**src/rtl/imm_extend_stage.sv**
```systemverilog
// imm_extend_stage: registered immediate generator feeding the ALU operand mux.
// Decodes each instruction's opcode, extends its immediate (sign / zero / upper /
// branch), and holds results in a 2-entry skid buffer with valid/ready on both
// sides. Also keeps a saturating count of delivered immediates.
// Optional macro IMM_EXT_BRANCH_SHIFT_EN: branch immediates are shifted left by 2.
//
// state | meaning
// ------+-----------------------------
// EMPTY | no buffered entries
// ONE   | one entry, at the head
// TWO   | buffer full, in_ready low
module imm_extend_stage #(
    parameter int IMM_W  = 16,
    parameter int DATA_W = 32,
    parameter int OPC_W  = 6,
    parameter int CNT_W  = 16
) (
    input  logic              clk,
    input  logic              reset,
    input  logic              flush,
    input  logic              in_valid,
    output logic              in_ready,
    input  logic [31:0]       in_instr,
    output logic              out_valid,
    input  logic              out_ready,
    output logic [DATA_W-1:0] out_imm,
    output logic [1:0]        out_mode,
    output logic [CNT_W-1:0]  imm_count
);

    typedef enum logic [1:0] {
        EMPTY = 2'd0,
        ONE   = 2'd1,
        TWO   = 2'd2
    } state_t;

    localparam logic [1:0] MODE_SIGN   = 2'b00;
    localparam logic [1:0] MODE_ZERO   = 2'b01;
    localparam logic [1:0] MODE_LUI    = 2'b10;
    localparam logic [1:0] MODE_BRANCH = 2'b11;

    state_t state, state_next;

    logic [OPC_W-1:0]  opcode;
    logic [IMM_W-1:0]  imm_field;
    logic [DATA_W-1:0] ext_imm;
    logic [1:0]        ext_mode;
    logic [DATA_W-1:0] sext, zext;

    logic [DATA_W-1:0] imm_q  [2];
    logic [1:0]        mode_q [2];
    logic              rd_ptr, wr_ptr;
    logic              accept, deliver;
    logic              unused_instr_bits;

    assign opcode            = in_instr[31 -: OPC_W];
    assign imm_field         = in_instr[IMM_W-1:0];
    assign unused_instr_bits = ^in_instr[31-OPC_W:IMM_W];
    assign sext              = DATA_W'($signed(imm_field));
    assign zext              = DATA_W'(imm_field);

    assign out_valid = (state != EMPTY);
    assign accept    = in_valid & in_ready;
    assign deliver   = out_valid & out_ready;
    assign out_imm   = imm_q[rd_ptr];
    assign out_mode  = mode_q[rd_ptr];

    // Opcode decode and immediate extension for the incoming instruction.
    always_comb begin
        ext_imm  = sext;
        ext_mode = MODE_SIGN;
        if (opcode == OPC_W'(6'h0F)) begin
            ext_imm  = zext << IMM_W;
            ext_mode = MODE_LUI;
        end else if (opcode == OPC_W'(6'h0C) || opcode == OPC_W'(6'h0D) ||
                     opcode == OPC_W'(6'h0E)) begin
            ext_imm  = zext;
            ext_mode = MODE_ZERO;
        end else if (opcode >= OPC_W'(6'h04) && opcode <= OPC_W'(6'h07)) begin
`ifdef IMM_EXT_BRANCH_SHIFT_EN
            ext_imm  = sext << 2;
`else
            ext_imm  = sext;
`endif
            ext_mode = MODE_BRANCH;
        end
    end

    // Occupancy state register.
    always_ff @(posedge clk or posedge reset) begin
        if (reset) state <= EMPTY;
        else       state <= state_next;
    end

    // Next occupancy from accept/deliver; flush empties the buffer.
    always_comb begin
        state_next = state;
        if (flush) begin
            state_next = EMPTY;
        end else begin
            case (state)
                EMPTY: if (accept) state_next = ONE;
                ONE: begin
                    if (accept && !deliver)      state_next = TWO;
                    else if (!accept && deliver) state_next = EMPTY;
                end
                TWO:     if (deliver) state_next = ONE;
                default: state_next = EMPTY;
            endcase
        end
    end

    // in_ready is registered from the next occupancy so it is glitch-free.
    always_ff @(posedge clk or posedge reset) begin
        if (reset) in_ready <= 1'b1;
        else       in_ready <= (state_next != TWO);
    end

    // Buffer storage and FIFO pointers.
    always_ff @(posedge clk or posedge reset) begin
        if (reset) begin
            for (int i = 0; i < 2; i++) begin
                imm_q[i]  <= '0;
                mode_q[i] <= MODE_SIGN;
            end
            rd_ptr <= 1'b0;
            wr_ptr <= 1'b0;
        end else if (flush) begin
            rd_ptr <= 1'b0;
            wr_ptr <= 1'b0;
        end else begin
            if (accept) begin
                imm_q[wr_ptr]  <= ext_imm;
                mode_q[wr_ptr] <= ext_mode;
                wr_ptr         <= ~wr_ptr;
            end
            if (deliver) rd_ptr <= ~rd_ptr;
        end
    end

    // Saturating count of delivered immediates; flush does not clear it.
    always_ff @(posedge clk or posedge reset) begin
        if (reset)
            imm_count <= '0;
        else if (!flush && deliver && imm_count != {CNT_W{1'b1}})
            imm_count <= imm_count + 1'b1;
    end

endmodule

```
**config.mk**
```make
export PLATFORM = sky130hd
export DESIGN_NAME = imm_extend_stage
export DESIGN_NICKNAME = d
export VERILOG_FILES = /design/src/rtl/imm_extend_stage.sv
export SDC_FILE = /design/constraint.sdc
export NUM_CORES = 1
export LEC_CHECK = 0
export ABC_CLOCK_PERIOD_IN_PS = 4850
export CORE_ASPECT_RATIO = 1.1
export CORE_UTILIZATION = 51
export CTS_CLUSTER_SIZE = 14
export DETAILED_ROUTE_END_ITERATION = 6
export PLACE_DENSITY = 0.81
export RECOVER_POWER = 25
export SYNTH_ARGS = -nofsm -noshare
export SYNTH_HDL_FRONTEND = slang
export SYNTH_SLANG_ARGS = --single-unit
```
**constraint.sdc**
```tcl
create_clock -name clk -period 4.85 [get_ports clk]
set_input_delay 0.485 -clock clk [delete_from_list [all_inputs] [get_ports clk]]
set_output_delay 0.485 -clock clk [all_outputs]
set_load 0.1 [all_outputs]
```
==> out/qor.json <==
{
  "yosys": {
    "synth_top_area_share_pct": 54.6,
    "number_of_nets_produced_by_synthesis": 439,
    "synthAdderAreaFrac_pct": 0.310,
    "synth_top_family_by_area": "simple AND/OR/NAND/NOR gates",
    "synth-seq-cells": 89,
    "synth-edff-count": 0,
    "synthXorXnorAreaFrac_pct": 3.91,
    "synth.avg_cell_area_um2": 10.1,
    "syn-cell-area_um2": 4040,
    "portion_of_netlist_area_occupied_by_mux_cells_pct": 9.77,
    "synthSimpleGateAreaFrac_pct": 18.7,
    "synth_top_area_cell": "sky130_fd_sc_hd__dfrtp_1",
    "synth.top_cells.by_area": "sky130_fd_sc_hd__dfrtp_1 (55%), sky130_fd_sc_hd__mux2_2 (9.5%), sky130_fd_sc_hd__nand2_1 (7.0%)",
    "synth_cells": 401,
    "yosys_most_used_dff": "sky130_fd_sc_hd__dfrtp_1",
    "compound_gate_portion_of_the_synthesized_area_pct": 9.46,
    "synth.yosys.seq_area_share_pct": 55.2,
    "synth_cell_type_count": 40,
    "asyncSetResetFlopFracSynth_pct": 100,
    "yosysWarningCount": 0
  },
  "hold_path": {
    "holdPathEnd": "imm_q[43]",
    "worst_hold_path_type": "flip-flop to flip-flop",
    "worst_hold_path.num_cells": 2,
    "timing.hold.worst.start": "imm_q[43]"
  },
  "final_layout": {
    "design.final.nets": 513,
    "layout-area-overhead-vs-synth_pct": 26.4,
    "post_route_cells_drive_above_1_share_pct": 14.0,
    "mostFrequentLayoutCell": "sky130_fd_sc_hd__dfrtp_1",
    "layout.area.seq_um2": 2230,
    "multi_input_comb_area_um2": 1700,
    "mostFrequentLayoutCells": "sky130_fd_sc_hd__dfrtp_1 (88), sky130_fd_sc_hd__nand2_1 (75), sky130_fd_sc_hd__clkdlybuf4s50_1 (75), sky130_fd_sc_hd__nor2_1 (38)",
    "num_antenna_cells": 0,
    "num-fill-cells": 583
  },
  "grt": {
    "grt_overflow": 0,
    "grt_first_pass_wirelength_um": 14500,
    "number_of_global_route_vias_before_repair": 3120,
    "grt_antenna_before_repair": 0,
    "grt_max_degree": 59,
    "grt_util_all_layers_pct": 22.7
  },
  "power_and_ir_drop": {
    "power.switching_fraction_pct": 44.9,
    "pwr-share-seq_pct": 38.0,
    "power.static_leakage_uw": 0.00217,
    "comb_power_share_pct": 42.5,
    "clockPowerShare_pct": 19.5,
    "netSwitchingPower_uw": 1180,
    "cellPowerDensity_nw_per_um2": 516,
    "ir_drop_uv": 513,
    "internal_power_uw": 1450
  },
  "timing": {
    "clock-skew-final_ns": 0.00881,
    "unrepaired_setup_endpoints_after_global_routing": "false",
    "highest_attainable_clock_frequency_mhz": 303,
    "setup_viol_count_final": 0,
    "finalHoldViolations": 0,
    "slew_at_the_pin_with_the_worst_max_slew_slack_ns": 2.52,
    "finalCriticalPeriod_ns": 3.30,
    "finalCritPeriodShare_pct": 68.0,
    "timing.slew.headroom_pct": -68.9,
    "drv_slew": 59,
    "min_hold_slack_ns": 0.479,
    "setup-tns-final_ns": 0
  },
  "setup_path": {
    "worst_setup_path_end_kind": "output port",
    "critical_path.reg2reg.endpoint": "imm_q[54]",
    "setup.worst_path.class": "flip-flop to output port",
    "path_buf_inv": 2,
    "timing.reg2reg.setup_slack_ns": 2.60,
    "cp_slowest_stage_delay_ns": 1.15,
    "setup.worst_path.start_class": "flip-flop",
    "critPathTopFamily": "buffers and inverters",
    "worstRegToRegCells": 5,
    "crit_path_max_fanout": 26,
    "timing.critical_path.slowest_stage_cell": "sky130_fd_sc_hd__clkdlybuf4s50_1",
    "path_cells": "buf_4 > mux2_2 > clkdlybuf4s50_1",
    "timing.critical_path.required_ns": 4.37,
    "worst_r2r_startpoint": "in_ready",
    "signal_arrival_time_at_the_worst_endpoint_ns": 2.81
  },
  "detailed_routing": {
    "drcViolationCount": 0,
    "routed_via_density": 5.46,
    "route.vias.total": 3196,
    "drt-total-wl_um": 8780,
    "drt_iter0_drc": 163,
    "dr.pass1.iters": 5,
    "per_cell_routed_wire_length_um": 15.0,
    "ant_nets": 0
  },
  "status": {
    "violations_in_the_final_reports": "max-capacitance violations, max-slew violations",
    "status": "finished with violations"
  },
  "cts": {
    "cts-root-buf": "sky130_fd_sc_hd__clkbuf_8",
    "cts_hold_buffers": 0,
    "clk_transition_reported_paths_ns": 0.09,
    "ctsResizeCount": 0,
    "cts.path.max_buffers": 2,
    "cts.sinks": 89,
    "worstSkewPairLatency_ns": 0.34,
    "cts-htree-levels": 3,
    "numCtsBuffers": 9,
    "cts_tree": "done",
    "post-cts-setup-buffers": 0
  },
  "floorplanning": {
    "ioPinCount": 89,
    "fp.dieH_um": 95.3,
    "floorplan.initialDensity_pct": 53.4,
    "fp-row-count": 33,
    "core_area_um2": 7560,
    "dieWidth_um": 86.8,
    "fp.dieArea_um2": 8270
  },
  "place": {
    "gpl.final_weighted_congestion": 0.767,
    "buffer_ports.inserted": 78,
    "place.detailed.hpwl_um": 6090
  },
  "flow_run": {
    "cap_viol_max_count": 1
  }
}
-- metal layers --
layer	track usage [%]	up-vias	wire length (um)
met3	4.24	8	388
met5	0	-	0
li1	-	1530	-
met2	38.8	86	4320
met4	7.78	0	78
met1	29.0	1572	3980
-- through the flow --
step,power [uW],worst slack (ns),cell area (um2),util (%),instances
6_report,2630,1.55,5100,67.5,585
5_1_grt,2750,1.43,5100,67.5,585
4_1_cts,2650,1.52,5100,67.5,585
3_5_place_dp,2140,1.93,4900,64.8,569
3_3_place_gp,2110,1.93,4900,64.8,569
2_1_floorplan,1900,2.06,4040,-,401
-- worst reg2reg max path, cell delays in order (launching register included) --
cell and delay (ns):
sky130_fd_sc_hd__dfstp_2 0.56, sky130_fd_sc_hd__nand2_1 0.16, sky130_fd_sc_hd__or3_1 0.35, sky130_fd_sc_hd__buf_4 0.26
sky130_fd_sc_hd__a21oi_2 0.60, sky130_fd_sc_hd__a21oi_1 0.17
-- power groups by stage --
stage | registers, uW | clock network, uW | logic, uW
floorplan | 1100 | 0 | 799
global placement | 1000 | 0 | 1110
detailed placement | 1010 | 0 | 1130
CTS | 1000 | 525 | 1130
global route | 1020 | 557 | 1180
finish | 999 | 514 | 1120
-- Yosys cell counts (3+ instances only) --
| cell type | count |
|---|---|
| sky130_fd_sc_hd__xor2_1 | 6 |
| sky130_fd_sc_hd__nand4_1 | 9 |
| sky130_fd_sc_hd__mux2_2 | 34 |
| sky130_fd_sc_hd__a21oi_1 | 31 |
| sky130_fd_sc_hd__xnor2_1 | 12 |
| sky130_fd_sc_hd__dfrtp_1 | 88 |
| sky130_fd_sc_hd__o21ai_1 | 7 |
| sky130_fd_sc_hd__nand2_1 | 75 |
| sky130_fd_sc_hd__buf_2 | 12 |
| sky130_fd_sc_hd__o21ai_0 | 33 |
| sky130_fd_sc_hd__nor2_1 | 38 |
| sky130_fd_sc_hd__nand3_1 | 11 |
| sky130_fd_sc_hd__nand4b_1 | 3 |
| sky130_fd_sc_hd__inv_1 | 4 |
| sky130_fd_sc_hd__clkbuf_1 | 7 |
-- final cells by class --
cell class | instances | share of cell area (%)
inverters | 4 | 0.319
well taps | 105 | 2.58
flip-flops and latches | 89 | 43.7
clock buffers | 10 | 2.70
clock inverters | 6 | 1.28
multi-input cells | 288 | 33.4
repair buffers | 83 | 16.0
-- logic make-up after synthesis --
kind of cell	Yosys count
compound gates	74
xor+xnor	18
fa+ha+maj	1
buf+inv	24
flops	89
mux	35
simple gates	160
-- how the worst max path moves through the flow --
stage / startpoint / endpoint / depth (start not counted)
2_1_floorplan: reset / imm_count[0] / 1
3_3_place_gp: rd_ptr / out_imm[25] / 3
3_5_place_dp: rd_ptr / out_imm[23] / 3
4_1_cts: rd_ptr / out_imm[23] / 3
5_1_grt: rd_ptr / out_imm[16] / 3
6_report: rd_ptr / out_imm[23] / 3
-- registers in the layout, summed over array words and instances (netlist names) --
| signal | cells |
|---|---|
| imm_count | 16 |
| imm_q | 64 |
| mode_q | 4 |
| wr_ptr | 1 |
| state | 2 |
| in_ready | 1 |
| rd_ptr | 1 |
Power figures use the tool's default switching activity.
